--- src/rtl/instr_encoder_if.sv ---
// ----------------------------------------------------------------------------
// instr_encoder_if : field-bundle input, encoded-word output and address control
// Rev 1.0
// ----------------------------------------------------------------------------
`default_nettype none

interface instr_encoder_if #(
  parameter int ADDR_WIDTH = 32
);
  logic                  in_valid;
  logic                  in_ready;
  logic [2:0]            fmt;
  logic [6:0]            opcode;
  logic [2:0]            funct3;
  logic [6:0]            funct7;
  logic [4:0]            rd;
  logic [4:0]            rs1;
  logic [4:0]            rs2;
  logic [31:0]           imm;
  logic                  addr_clr;
  logic                  out_valid;
  logic                  out_ready;
  logic [31:0]           out_instr;
  logic [ADDR_WIDTH-1:0] out_addr;
  logic                  out_err;
  logic [7:0]            err_cnt;

  modport master (
    output in_valid, fmt, opcode, funct3, funct7, rd, rs1, rs2, imm,
    output addr_clr, out_ready,
    input  in_ready, out_valid, out_instr, out_addr, out_err, err_cnt
  );

  modport slave (
    input  in_valid, fmt, opcode, funct3, funct7, rd, rs1, rs2, imm,
    input  addr_clr, out_ready,
    output in_ready, out_valid, out_instr, out_addr, out_err, err_cnt
  );
endinterface

`default_nettype wire

--- src/rtl/instr_encoder.sv ---
// ----------------------------------------------------------------------------
// instr_encoder : RV32I field bundle to 32-bit word, registered valid/ready output
// Rev 1.0
// ----------------------------------------------------------------------------
`default_nettype none

module instr_encoder #(
  parameter int                    ADDR_WIDTH = 32,
  parameter logic [ADDR_WIDTH-1:0] BASE_ADDR  = '0
) (
  input  logic             clk,
  input  logic             rst_n,
  instr_encoder_if.slave   bus
);

  localparam logic [2:0]  c_FMT_R    = 3'd0;
  localparam logic [2:0]  c_FMT_I    = 3'd1;
  localparam logic [2:0]  c_FMT_S    = 3'd2;
  localparam logic [2:0]  c_FMT_B    = 3'd3;
  localparam logic [2:0]  c_FMT_U    = 3'd4;
  localparam logic [2:0]  c_FMT_J    = 3'd5;
  localparam logic [6:0]  c_OP_IMM   = 7'b0010011;
  localparam logic [2:0]  c_F3_SLL   = 3'b001;
  localparam logic [2:0]  c_F3_SR    = 3'b101;
  localparam logic [31:0] c_NOP      = 32'h0000_0013;
  localparam logic [7:0]  c_ERR_MAX  = 8'hFF;
  localparam logic [ADDR_WIDTH-1:0] c_ADDR_STEP = ADDR_WIDTH'(4);

  logic                  valid_q,   valid_d;
  logic [31:0]           instr_q,   instr_d;
  logic                  err_q,     err_d;
  logic [ADDR_WIDTH-1:0] addr_q,    addr_d;
  logic [7:0]            err_cnt_q, err_cnt_d;

  logic        w_accept;
  logic        w_out_hs;
  logic [31:0] w_imm;
  logic        w_is_shift;
  logic        w_fits_i;
  logic        w_fits_b;
  logic        w_fits_j;
  logic        w_shamt_ok;
  logic [31:0] w_word_r;
  logic [31:0] w_word_i;
  logic [31:0] w_word_sh;
  logic [31:0] w_word_s;
  logic [31:0] w_word_b;
  logic [31:0] w_word_u;
  logic [31:0] w_word_j;
  logic [31:0] w_instr;
  logic        w_err;

  assign w_imm    = bus.imm;
  assign w_out_hs = valid_q && bus.out_ready;
  assign w_accept = bus.in_valid && bus.in_ready;

  assign bus.in_ready  = !valid_q || bus.out_ready;
  assign bus.out_valid = valid_q;
  assign bus.out_instr = instr_q;
  assign bus.out_err   = err_q;
  assign bus.out_addr  = addr_q;
  assign bus.err_cnt   = err_cnt_q;

  // A signed value fits N bits when every bit above N-1 matches the sign bit.
  assign w_fits_i   = (&w_imm[31:11]) || !(|w_imm[31:11]);
  assign w_fits_b   = (&w_imm[31:12]) || !(|w_imm[31:12]);
  assign w_fits_j   = (&w_imm[31:20]) || !(|w_imm[31:20]);
  assign w_shamt_ok = !(|w_imm[31:5]);

  assign w_is_shift = (bus.opcode == c_OP_IMM) &&
                      ((bus.funct3 == c_F3_SLL) || (bus.funct3 == c_F3_SR));

  assign w_word_r  = {bus.funct7, bus.rs2, bus.rs1, bus.funct3, bus.rd, bus.opcode};
  assign w_word_i  = {w_imm[11:0], bus.rs1, bus.funct3, bus.rd, bus.opcode};
  assign w_word_sh = {bus.funct7, w_imm[4:0], bus.rs1, bus.funct3, bus.rd, bus.opcode};
  assign w_word_s  = {w_imm[11:5], bus.rs2, bus.rs1, bus.funct3, w_imm[4:0], bus.opcode};
  assign w_word_b  = {w_imm[12], w_imm[10:5], bus.rs2, bus.rs1, bus.funct3,
                      w_imm[4:1], w_imm[11], bus.opcode};
  assign w_word_u  = {w_imm[31:12], bus.rd, bus.opcode};
  assign w_word_j  = {w_imm[20], w_imm[10:1], w_imm[11], w_imm[19:12], bus.rd, bus.opcode};

  // Illegal formats fall through to a NOP flagged as an error.
  always_comb begin
    w_instr = c_NOP;
    w_err   = 1'b1;
    case (bus.fmt)
      c_FMT_R: begin
        w_instr = w_word_r;
        w_err   = 1'b0;
      end
      c_FMT_I: begin
        if (w_is_shift) begin
          w_instr = w_word_sh;
          w_err   = !w_shamt_ok;
        end else begin
          w_instr = w_word_i;
          w_err   = !w_fits_i;
        end
      end
      c_FMT_S: begin
        w_instr = w_word_s;
        w_err   = !w_fits_i;
      end
      c_FMT_B: begin
        w_instr = w_word_b;
        w_err   = !w_fits_b || w_imm[0];
      end
      c_FMT_U: begin
        w_instr = w_word_u;
        w_err   = |w_imm[11:0];
      end
      c_FMT_J: begin
        w_instr = w_word_j;
        w_err   = !w_fits_j || w_imm[0];
      end
      default: begin
        w_instr = c_NOP;
        w_err   = 1'b1;
      end
    endcase
  end

  always_comb begin
    valid_d = valid_q;
    instr_d = instr_q;
    err_d   = err_q;
    if (w_accept) begin
      valid_d = 1'b1;
      instr_d = w_instr;
      err_d   = w_err;
    end else if (w_out_hs) begin
      valid_d = 1'b0;
    end
  end

  // Clear beats the handshake increment; a pending word simply gets re-addressed.
  always_comb begin
    addr_d    = addr_q;
    err_cnt_d = err_cnt_q;
    if (bus.addr_clr) begin
      addr_d    = BASE_ADDR;
      err_cnt_d = 8'd0;
    end else if (w_out_hs) begin
      addr_d = addr_q + c_ADDR_STEP;
      if (err_q && (err_cnt_q != c_ERR_MAX)) begin
        err_cnt_d = err_cnt_q + 8'd1;
      end
    end
  end

  always_ff @(posedge clk or negedge rst_n) begin
    if (!rst_n) begin
      valid_q   <= 1'b0;
      instr_q   <= 32'd0;
      err_q     <= 1'b0;
      addr_q    <= BASE_ADDR;
      err_cnt_q <= 8'd0;
    end else begin
      valid_q   <= valid_d;
      instr_q   <= instr_d;
      err_q     <= err_d;
      addr_q    <= addr_d;
      err_cnt_q <= err_cnt_d;
    end
  end

`ifndef SYNTHESIS
  a_hold_stable : assert property (@(posedge clk) disable iff (!rst_n)
    (valid_q && !bus.out_ready) |=> (valid_q && $stable(instr_q) && $stable(err_q)));

  a_addr_aligned : assert property (@(posedge clk) disable iff (!rst_n)
    (addr_q[1:0] == BASE_ADDR[1:0]));
`endif

endmodule

`default_nettype wire

--- src/flat_wrapper.sv ---
// flat-port wrapper written by rule: the top's interface ports become plain ports
module instr_encoder_flat 
#(
  parameter int                    ADDR_WIDTH = 32,
  parameter logic [ADDR_WIDTH-1:0] BASE_ADDR  = '0
)
  (clk, rst_n, bus_in_valid, bus_fmt, bus_opcode, bus_funct3, bus_funct7, bus_rd, bus_rs1, bus_rs2, bus_imm, bus_addr_clr, bus_out_ready, bus_in_ready, bus_out_valid, bus_out_instr, bus_out_addr, bus_out_err, bus_err_cnt);
  instr_encoder_if #(.ADDR_WIDTH(ADDR_WIDTH)) bus_i ();
  input  logic clk;
  input  logic rst_n;
  input wire logic [$bits(bus_i.in_valid)-1:0] bus_in_valid;
  input wire logic [$bits(bus_i.fmt)-1:0] bus_fmt;
  input wire logic [$bits(bus_i.opcode)-1:0] bus_opcode;
  input wire logic [$bits(bus_i.funct3)-1:0] bus_funct3;
  input wire logic [$bits(bus_i.funct7)-1:0] bus_funct7;
  input wire logic [$bits(bus_i.rd)-1:0] bus_rd;
  input wire logic [$bits(bus_i.rs1)-1:0] bus_rs1;
  input wire logic [$bits(bus_i.rs2)-1:0] bus_rs2;
  input wire logic [$bits(bus_i.imm)-1:0] bus_imm;
  input wire logic [$bits(bus_i.addr_clr)-1:0] bus_addr_clr;
  input wire logic [$bits(bus_i.out_ready)-1:0] bus_out_ready;
  output wire logic [$bits(bus_i.in_ready)-1:0] bus_in_ready;
  output wire logic [$bits(bus_i.out_valid)-1:0] bus_out_valid;
  output wire logic [$bits(bus_i.out_instr)-1:0] bus_out_instr;
  output wire logic [$bits(bus_i.out_addr)-1:0] bus_out_addr;
  output wire logic [$bits(bus_i.out_err)-1:0] bus_out_err;
  output wire logic [$bits(bus_i.err_cnt)-1:0] bus_err_cnt;
  assign bus_i.in_valid = bus_in_valid;
  assign bus_i.fmt = bus_fmt;
  assign bus_i.opcode = bus_opcode;
  assign bus_i.funct3 = bus_funct3;
  assign bus_i.funct7 = bus_funct7;
  assign bus_i.rd = bus_rd;
  assign bus_i.rs1 = bus_rs1;
  assign bus_i.rs2 = bus_rs2;
  assign bus_i.imm = bus_imm;
  assign bus_i.addr_clr = bus_addr_clr;
  assign bus_i.out_ready = bus_out_ready;
  assign bus_in_ready = bus_i.in_ready;
  assign bus_out_valid = bus_i.out_valid;
  assign bus_out_instr = bus_i.out_instr;
  assign bus_out_addr = bus_i.out_addr;
  assign bus_out_err = bus_i.out_err;
  assign bus_err_cnt = bus_i.err_cnt;
  instr_encoder #(.ADDR_WIDTH(ADDR_WIDTH), .BASE_ADDR(BASE_ADDR)) u_core (.clk(clk), .rst_n(rst_n), .bus(bus_i));
endmodule
--- config.mk ---
export PLATFORM = sky130hd
export DESIGN_NAME = instr_encoder_flat
export DESIGN_NICKNAME = d
export VERILOG_FILES = /design/src/rtl/instr_encoder_if.sv /design/src/rtl/instr_encoder.sv /design/src/flat_wrapper.sv
export SDC_FILE = /design/constraint.sdc
export NUM_CORES = 1
export LEC_CHECK = 0
export ABC_AREA = 1
export BUFFER_PORTS_ARGS = -buffer_cell sky130_fd_sc_hd__buf_2
export CAP_MARGIN = 20
export CORE_UTILIZATION = 46
export CTS_CLUSTER_SIZE = 40
export DETAILED_ROUTE_END_ITERATION = 6
export HOLD_SLACK_MARGIN = 0.03
export PLACE_DENSITY = 0.86
export SETUP_SLACK_MARGIN = 0.5
export SYNTH_ARGS = -nofsm -noshare
export SYNTH_HDL_FRONTEND = slang
export SYNTH_SLANG_ARGS = --single-unit
--- constraint.sdc ---
create_clock -name clk -period 1.5 [get_ports clk]
set_input_delay 0.15 -clock clk [delete_from_list [all_inputs] [get_ports clk]]
set_output_delay 0.15 -clock clk [all_outputs]
set_load 0.05 [all_outputs]
# Word level (Yosys, flattened, before mapping)
# Index checks and enable logic that the tools add are counted.
word_totals:
  mem_bits_ro: 0
  n_memories: 0
  latchBits: 0
  ram_bits: 0
  input_bits: 72
  word_cells: 58
  output_inout_bits: 75
  regBits: 74
op_classes:
  order_cmp: 0
  n_mul: 0
  n_reduce_logical: 31
  eq_ne: 9
  n_bitwise: 0
  n_addsub: 2
  mux: 11
  shifts: 0
  div_mod_pow: 0
ops:
  columns: ["op", "n"]
  rows:
  - ["$pmux W32 S6", 1]
  - ["$mux W32", 3]
  - ["$add A32 B3 Y32 const B", 1]
  - ["$reduce_or A27 Y1", 1]
  - ["$mux W8", 3]
  - ["$reduce_or A12 Y1", 2]
  - ["$reduce_and A21 Y1", 1]
  - ["$reduce_or A21 Y1", 1]
  - ["$reduce_and A20 Y1", 1]
  - ["$reduce_or A20 Y1", 1]
  - ["$reduce_and A12 Y1", 1]
  - ["$eq A3 B3 Y1 const B", 3]
  - ["$add A8 B1 Y8 const B", 1]
  - ["$ne A8 B8 Y1 const B", 1]
  - ["$eq A7 B5 Y1 const B", 1]
  - ["$logic_not A1 Y1", 7]
  - ["$logic_or A1 B1 Y1", 7]
  - ["$eq A3 B1 Y1 const B", 2]
  - ["$eq A3 B2 Y1 const B", 2]
  - ["$pmux W1 S6", 1]
  - ["$reduce_bool A2 Y1", 3]
  - ["$logic_and A1 B1 Y1", 4]
  - ["$logic_not A3 Y1", 1]
  - ["$mux W1", 3]
  - ["$reduce_and A2 Y1", 1]

# Logic depth before layout (Yosys ltp)
# Gate-level depths: netlist of run 1.
logic_depth:
  word_depth: 6
  ltp_mapped: 12
  mapped_depth_nobuf: 12

# Worst setup path before layout of run 1
# No wires, ideal clock.
synth_timing:
  kind: "reg2reg"
  start: "register u_core.err_cnt_q[0] (netlist: u_core.bus.err_cnt[0])"
  end: "register u_core.err_cnt_q[2] (netlist: u_core.bus.err_cnt[2])"
  t_arrival_ns: 1.753
  path_buffers: 0
  path_stages_with_launch: 9
  setup_ns: 0.122
  setup_slack_ns: -0.375
  path_cell_list: "dfrtp_1 -> ha_1 -> nand2_1 -> nor2_2 -> nand3_1 -> nand3_2 -> nand2_1 -> a21oi_1 -> nor2_1"
synth_via:
  elab_chain_cells: 4
  elab_cells_between_ends: 8
synth_lines:
  columns: ["item", "line_no", "text"]
  rows:
  - ["from (decl)", "instr_encoder.sv:33", "logic [7:0] err_cnt_q, err_cnt_d;"]
  - ["from (signal assigned)", "instr_encoder.sv:163", "err_cnt_q <= err_cnt_d;"]
  - ["$add A8 B1 Y8 / $ne A8 B8 Y1 (equally long branches)", "instr_encoder.sv:146, instr_encoder.sv:145", null]
  - ["$mux W8 / $logic_and A1 B1 Y1 (equally long branches)", "instr_encoder.sv:145", "if (err_q && (err_cnt_q != c_ERR_MAX)) begin"]
  - ["$mux W8 / $reduce_bool A2 Y1 (equally long branches)", null, null]
  - ["$mux W8 / $reduce_and A2 Y1 (equally long branches)", null, null]
# Several ways; a longest one is shown, not always the timed one. The select of a mux whose other input is x is not followed.
# A chain may end at the register's enable or synchronous reset.

# Worst setup path in the final report of run 1
layout_timing:
  start: "register u_core.addr_q[21] (netlist: u_core.bus.out_addr[21])"
  end: "register u_core.addr_q[30] (netlist: u_core.bus.out_addr[30])"
layout_via:
  elab_chain_cells: 3
layout_lines:
  columns: ["item", "line_no", "text"]
  rows:
  - ["from (decl)", "instr_encoder.sv:32", "logic [ADDR_WIDTH-1:0] addr_q, addr_d;"]
  - ["from (signal assigned)", "instr_encoder.sv:162", "addr_q <= addr_d;"]
  - ["$add A32 B3 Y32", "instr_encoder.sv:144", "addr_d = addr_q + c_ADDR_STEP;"]
  - ["$mux W32", "instr_encoder.sv:143", "end else if (w_out_hs) begin"]
  - ["$mux W32", "instr_encoder.sv:140", "if (bus.addr_clr) begin"]
# No other way between the ends. The select of a mux whose other input is x is not followed.

==> results.md, run 1 <==
* Failing checks: design-rule violations, negative setup slack
* CTS buffer count at 9
* Worst Path Arrival at ~2.4 ns
* 1st-iter DRT viols at 933
* Initial DRT Pass Iterations at 7
* # DRC at 10
* Worst slew pin tran at between 0.6 and 0.7 ns
* Syn. warnings at 0
* Drt total wl at between 20,000 and 30,000 µm
* F_max at ~470 MHz
* Htree depth at 3
* Layout cells sized above 1 at between 50% and 60%
* Clock transition at the registers of the reported paths at around 0.1 ns
* Post-Syn Instances at a little over 600
* MaxCap Viol Count at 0
* Clk root buf: clkbuf_8
* Layout Nets at around 970
* Most frequent cells in the layout: nand2_1 (126), buf_4 (91), buf_6 (76), buf_2 (71), nor2_1 (69)
* Via count at 6,664
* I/O Buffers at approximately 140
* Commonest non-fill, non-tap cell in the layout: nand2_1
* Max_slew headroom at around 60%
* Die X at between 90 and 100 µm
* Synth Area per Inst at between 7 and 8 µm²
* Die Area at approximately 9700 µm²
* Pwr Density at slightly above 800 nW/µm²
* Critical path required time at 1.73 ns
* Deepest clock path buffer count at 2
* Cell variety after synth at 39
* Clock Sink Count at ~70
* Crit Path Class: reg2reg
* Post-synth EDFFs at 0
* Flops & latches, synth at between 70 and 80
* Most crowded layer after global routing: met2
* Crit start category: flop
* Final Hold Fails at 0
* Latest clock arrival within the worst-skew pair at a little under 0.4 ns
* Fin crit share at 141.9%
* Lkg Pwr at 4.096 nW
* DR vias/cell at around 6.6
* CTS tree: done
* Crit path time final at 2.129 ns
* Placer Congestion at 0.9417
* Vias in the first global route at 5,472
* Worst-path maximum fanout at 6
* Antenna cells at 0
* Crit end category: flop
* Core ar. at 8848 µm²
* Final Max Tran Viols at 0
* PnR worst setup slack at -0.6286 ns
* Routing usage on met3 at under 10%
* DRT antenna net count at 0
* Hold/Removal Path Class: in2reg
* Wire length per cell at approximately 26 µm
* TNS Setup at -9.419 ns
* Starting Density at roughly half
* Cell Rows at 34
* RSZ-0062 raised after global routing: yes
* Die H at slightly below 100 µm
* Final setup violation count at 36
* Met1 usage at roughly 41%
* Final HPWL DP at 9921 µm
* Asr flop ratio synth at 100.0%
* Initial antenna violation count at 3
* Peak supply drop at a little over 0.0006 V
* Grt met2 use at between 60 and 70%
* Outcome: finished, violations left
* Ys flop type: dfrtp_1
* Synthesized area at 4269 µm²
* Ports at between 100 and 150
* Area growth syn-to-layout at 88.54%
* Clk_skew at 0.03049 ns
* Sequential fraction of the synthesis area at a little over two fifths
* First-pass GRT wire length at approximately 28,000 µm
* Tot GR Track Use at between 30 and 40%
* Congestion Overflow GR at 0
* Fin Hold WS at between 0.04 and 0.05 ns
* Largest net degree at the start of global routing at 33
==> layout make-up <==
cell class | count | area (µm²)
clock buffer | 10 | 127.6
clock inverter | 6 | 108.9
fill | 328 | 799.5
inverter | 67 | 282.8
multi-input combinational | 453 | 2830
sequential | 72 | 1848
tap | 108 | 135.1
timing repair buffer | 288 | 2668
timing repair inverter | 3 | 48.80
==> through the flow <==
step | setup WS (ns) | instances | util, % | cell area [µm²] | power [mW]
after floorplan | -0.09974 | 606 | - | 4497 | 3.108
after CTS | -0.02899 | 944 | 80.43 | 7117 | 5.921
final | -0.6286 | 1007 | 90.96 | 8049 | 6.534
after global placement | 0.07152 | 858 | 60.75 | 5375 | 3.526
after global routing | -0.7471 | 1007 | 90.96 | 8049 | 6.633
after detailed placement | -0.03124 | 858 | 60.75 | 5375 | 3.553
==> sequential cells by signal, indices dropped and copies added (netlist names) <==
name,count
u_core.bus.out_instr,32
u_core.bus.out_addr,30
u_core.bus.out_valid,1
u_core.bus.out_err,1
u_core.bus.err_cnt,8
==> cells by family (layout without fill, tap and decap cells) <==
logic type	Yosys count	in the layout	share of synthesized area [%]
other cells	1	2	0.08784
compound gates	90	90	11.69
simple gates	346	346	35.05
flops	72	72	42.20
buf+inv	81	374	7.532
fa+ha+maj	2	2	0.5861
xor+xnor	7	7	1.436
mux	6	6	1.407
==> critical path, cell delays in order, from the launching register on <==
cell	delay [ns]
dfrtp_2	0.49
nand2_1	0.16
nor2_1	0.23
nand4_1	0.22
nor3_1	0.39
nand3_1	0.16
nand2_1	0.23
nor2_1	0.11
==> per-layer routing <==
metal / up-vias / wire length, µm
met1: 2946 / 7783
met5: - / 31
met3: 368 / 4324
li1: 2525 / -
met2: 821 / 11020
met4: 4 / 3179
==> cells in the mapped netlist, drive strengths merged (2+ instances only) <==
| cell type | n | share of area [%] |
|---|---|---|
| a21oi | 24 | 2.9 |
| a31oi | 3 | 0.44 |
| buf | 7 | 1.0 |
| clkbuf | 7 | 0.64 |
| dfrtp | 72 | 42 |
| ha | 2 | 0.59 |
| inv | 67 | 5.9 |
| mux2i | 6 | 1.4 |
| nand2 | 188 | 17 |
| nand3 | 44 | 5.3 |
| nand4 | 7 | 1.0 |
| nor2 | 93 | 9.1 |
| nor3 | 11 | 1.8 |
| o21ai | 49 | 5.8 |
| o22ai | 4 | 0.59 |
| o31ai | 4 | 0.70 |
| xor2 | 7 | 1.4 |
==> power by group <==
part	leakage (nW)	internal (mW)	switching, mW
Combinational	3.08	0.899	1.35
Sequential	0.892	2.08	0.170
Clock	0.120	1.11	0.929
==> worst paths after layout <==
check | startpoint | to | slack (ns) | depth (start not counted)
setup / recovery | u_core.bus.out_addr[21] | u_core.bus.out_addr[30] | -0.63 | 7
hold / removal | bus_opcode[2] | u_core.bus.out_instr[2] | 0.04 | 3
setup reg to reg | u_core.bus.out_addr[21] | u_core.bus.out_addr[30] | -0.63 | 7
hold reg to reg | u_core.bus.out_instr[12] | u_core.bus.out_instr[12] | 0.51 | 2
max in group asynchronous | rst_n | u_core.bus.out_addr[18] | 0.52 | 3
min in group asynchronous | rst_n | u_core.bus.out_addr[5] | 0.35 | 2
==> timing repair <==
| item | CTS | global route |
|---|---|---|
| hold buffers | 4 | 0 |
| pin swaps | 41 | 46 |
| endpoints found under the setup margin | 142 | 144 |
| resized for setup | 287 | 113 |
| hold endpoints to repair | 22 | 0 |
| buffers inserted | 64 | 60 |
| gates cloned | 2 | 3 |
(Power assumes the default switching activity.)
==> run 2: changes to the inputs <==
- CORE_MARGIN: not set -> 1
- CORE_UTILIZATION: 46 -> 50
- PLACE_DENSITY: 0.86 -> 0.89
- clock period: 1.5 -> 2.3 ns (I/O delays scaled with it)
==> results.md, run 2 (same netlist as run 1, synthesis figures left out) <==
* Tot GR Track Use at roughly 30%
* Die X at approximately 94 µm
* Ports at 147
* TNS Setup at 0 ns
* Initial antenna violation count at 0
* Die H at about 94 µm
* Clk_skew at approximately 0.011 ns
* Cell depth of the worst hold path at 3
* Latest clock arrival within the worst-skew pair at 0.35 ns
* Reg power frac at approximately two fifths
* Cell Rows at 33
* Clock transition at the registers of the reported paths at around 0.09 ns
* R2R depth at 10
* P_sw at between 1 and 1.5 mW
* Clock Sink Count at approximately 70
* First-pass GRT wire length at 20,510 µm
* Layout cells sized above 1 at between 20% and 30%
* Largest net degree at the start of global routing at 36
* Delay-heaviest family, CP: simple AND/OR/NAND/NOR gates
* Placer Congestion at approximately 0.97
* Non-filler cells in the finished layout at 866
* Hold/Removal Path Class: in2reg
* Final Hold Fails at 0
* Largest register FFs at 32
* DRT antenna net count at 0
* CP max stage delay at a little under 0.4 ns
* Final setup violation count at 0
* Footprint of the multi-input gates at 2155 µm²
* R2R Setup Slk at 0.59 ns
* Lkg Pwr at about 2.9 nW
* CP max-delay cell: dfrtp_2
* Layout Nets at 830
* Initial DRT Pass Iterations at 5
* 1st-iter DRT viols at between 150 and 200
* Most frequent cells in the layout: nand2_1 (179), buf_2 (144), nor2_1 (85), dfrtp_1 (67), inv_1 (62)
* DR vias/cell at approximately 5.4
* Congestion Overflow GR at 0
* CTS tree: done
* Deepest clock path buffer count at 2
* Fin crit share at between 70% and 80%
* Crit start category: flop
* Critical Path Most Common Cell: nand2_1
* Crit path time final at between 1.5 and 2 ns
* Crit Path Class: reg2reg
* Die Area at around 8900 µm²
* RSZ-0062 raised after global routing: no
* Via count at ~4,700
* Worst Path Arrival at slightly below 2 ns
* Worst slew pin tran at around 0.55 ns
* Antenna cells at 0
* Logic gate share of total power at 24.4%
* Peak supply drop at ~0.00033 V
* Worst path bufs/invs at 1
* Outcome: completed
* Crit end category: flop
* CP Cell Sequence: ha_2 -> nand2_1 -> inv_1 -> nand2_4 -> nor2_4 -> nand2_2 -> nor3_4 -> nand3_1 -> nand2_1 -> nor2_1
* Htree depth at 3
* Critical path required time at 2.54 ns
* # DRC at 0
* Fill count at 725
* F_max at around 580 MHz
* Area growth syn-to-layout at 25.70%
* Final HPWL DP at just over 9000 µm
* Final Max Tran Viols at 0
* Pwr Density at around 640 nW/µm²
* Clock share of power at 34.2%
* Commonest non-fill, non-tap cell in the layout: nand2_1
* I/O Buffers at 144
* Register area at 1808 µm²
* Sw Ratio at 34.70%
* Vias in the first global route at 4,486
* Placed cell count at 845
* Wire length per cell at about 14 µm
* Max_slew headroom at a little over three fifths
* Clk root buf: clkbuf_8
* WP depth at 10
* Starting Density at 51.70%
* Worst-path maximum fanout at 7
* CTS buffer count at 9
* MaxCap Viol Count at 0
* Internal power at between 2 and 2.5 mW
* Drt total wl at between 10,000 and 15,000 µm
* Core ar. at 8258 µm²
==> run 2: cell type report <==
type | count | share of cell area, %
clock buffer | 11 | 2.821
clock inverter | 5 | 1.469
inverter | 67 | 4.686
multi-input combinational | 453 | 40.15
sequential | 72 | 33.69
tap | 105 | 2.448
timing repair buffer | 153 | 14.74
==> run 2: what timing repair did <==
item | CTS | global route
hold endpoints to repair | 22 | 0
hold buffers | 1 | 0
gates resized for setup | 0 | 3
buffers inserted | 0 | 4
endpoints found under the setup margin | 0 | 1
==> run 2: final timing paths <==
check,startpoint,end
setup / recovery,u_core.bus.out_addr[2],u_core.bus.out_addr[28]
hold / removal,bus_in_valid,u_core.bus.out_valid
setup reg to reg,u_core.bus.out_addr[2],u_core.bus.out_addr[28]
hold reg to reg,u_core.bus.out_instr[7],u_core.bus.out_instr[7]
max in group asynchronous,rst_n,u_core.bus.out_instr[26]
min in group asynchronous,rst_n,u_core.bus.err_cnt[4]
==> run 2: worst min-delay path, delay by kind of cell <==
| family | cells | cell delay [ns] |
|---|---|---|
| buffers and inverters | 2 | 0.11 |
| AND/OR/NAND/NOR | 1 | 0.06 |
==> run 2: metal layers <==
layer | routed length, µm | share of wire, % | global-route usage (%)
met5 | 0 | 0 | 0
met4 | 399 | 3.2 | 12.95
met3 | 1060 | 8.5 | 6.763
met2 | 6170 | 49 | 50.79
met1 | 4847 | 39 | 35.22
==> run 2: through the flow <==
| step | worst slack, ns | power [mW] | utilization [%] | area, µm² | hold slack [ns] |
|---|---|---|---|---|---|
| 6_report | 0.5886 | 3.424 | 64.98 | 5366 | 0.08835 |
| 5_1_grt | 0.4952 | 3.565 | 64.98 | 5366 | 0.1053 |
| 4_1_cts | 0.6412 | 3.424 | 64.55 | 5330 | 0.08496 |
| 3_5_place_dp | 0.4819 | 2.267 | 61.64 | 5090 | 0.2326 |
| 3_3_place_gp | 0.5596 | 2.251 | 61.64 | 5090 | 0.2280 |
| 2_1_floorplan | 0.5505 | 1.995 | - | 4278 | -0.06559 |
==> run 2: power by group through the flow <==
stage               clock network (mW)  logic, mW  registers (mW)
floorplan                            0      0.231            1.76
global placement                     0      0.811            1.44
detailed placement                   0      0.825            1.44
CTS                               1.18      0.827            1.42
global route                      1.23      0.901            1.43
finish                            1.17      0.834            1.42
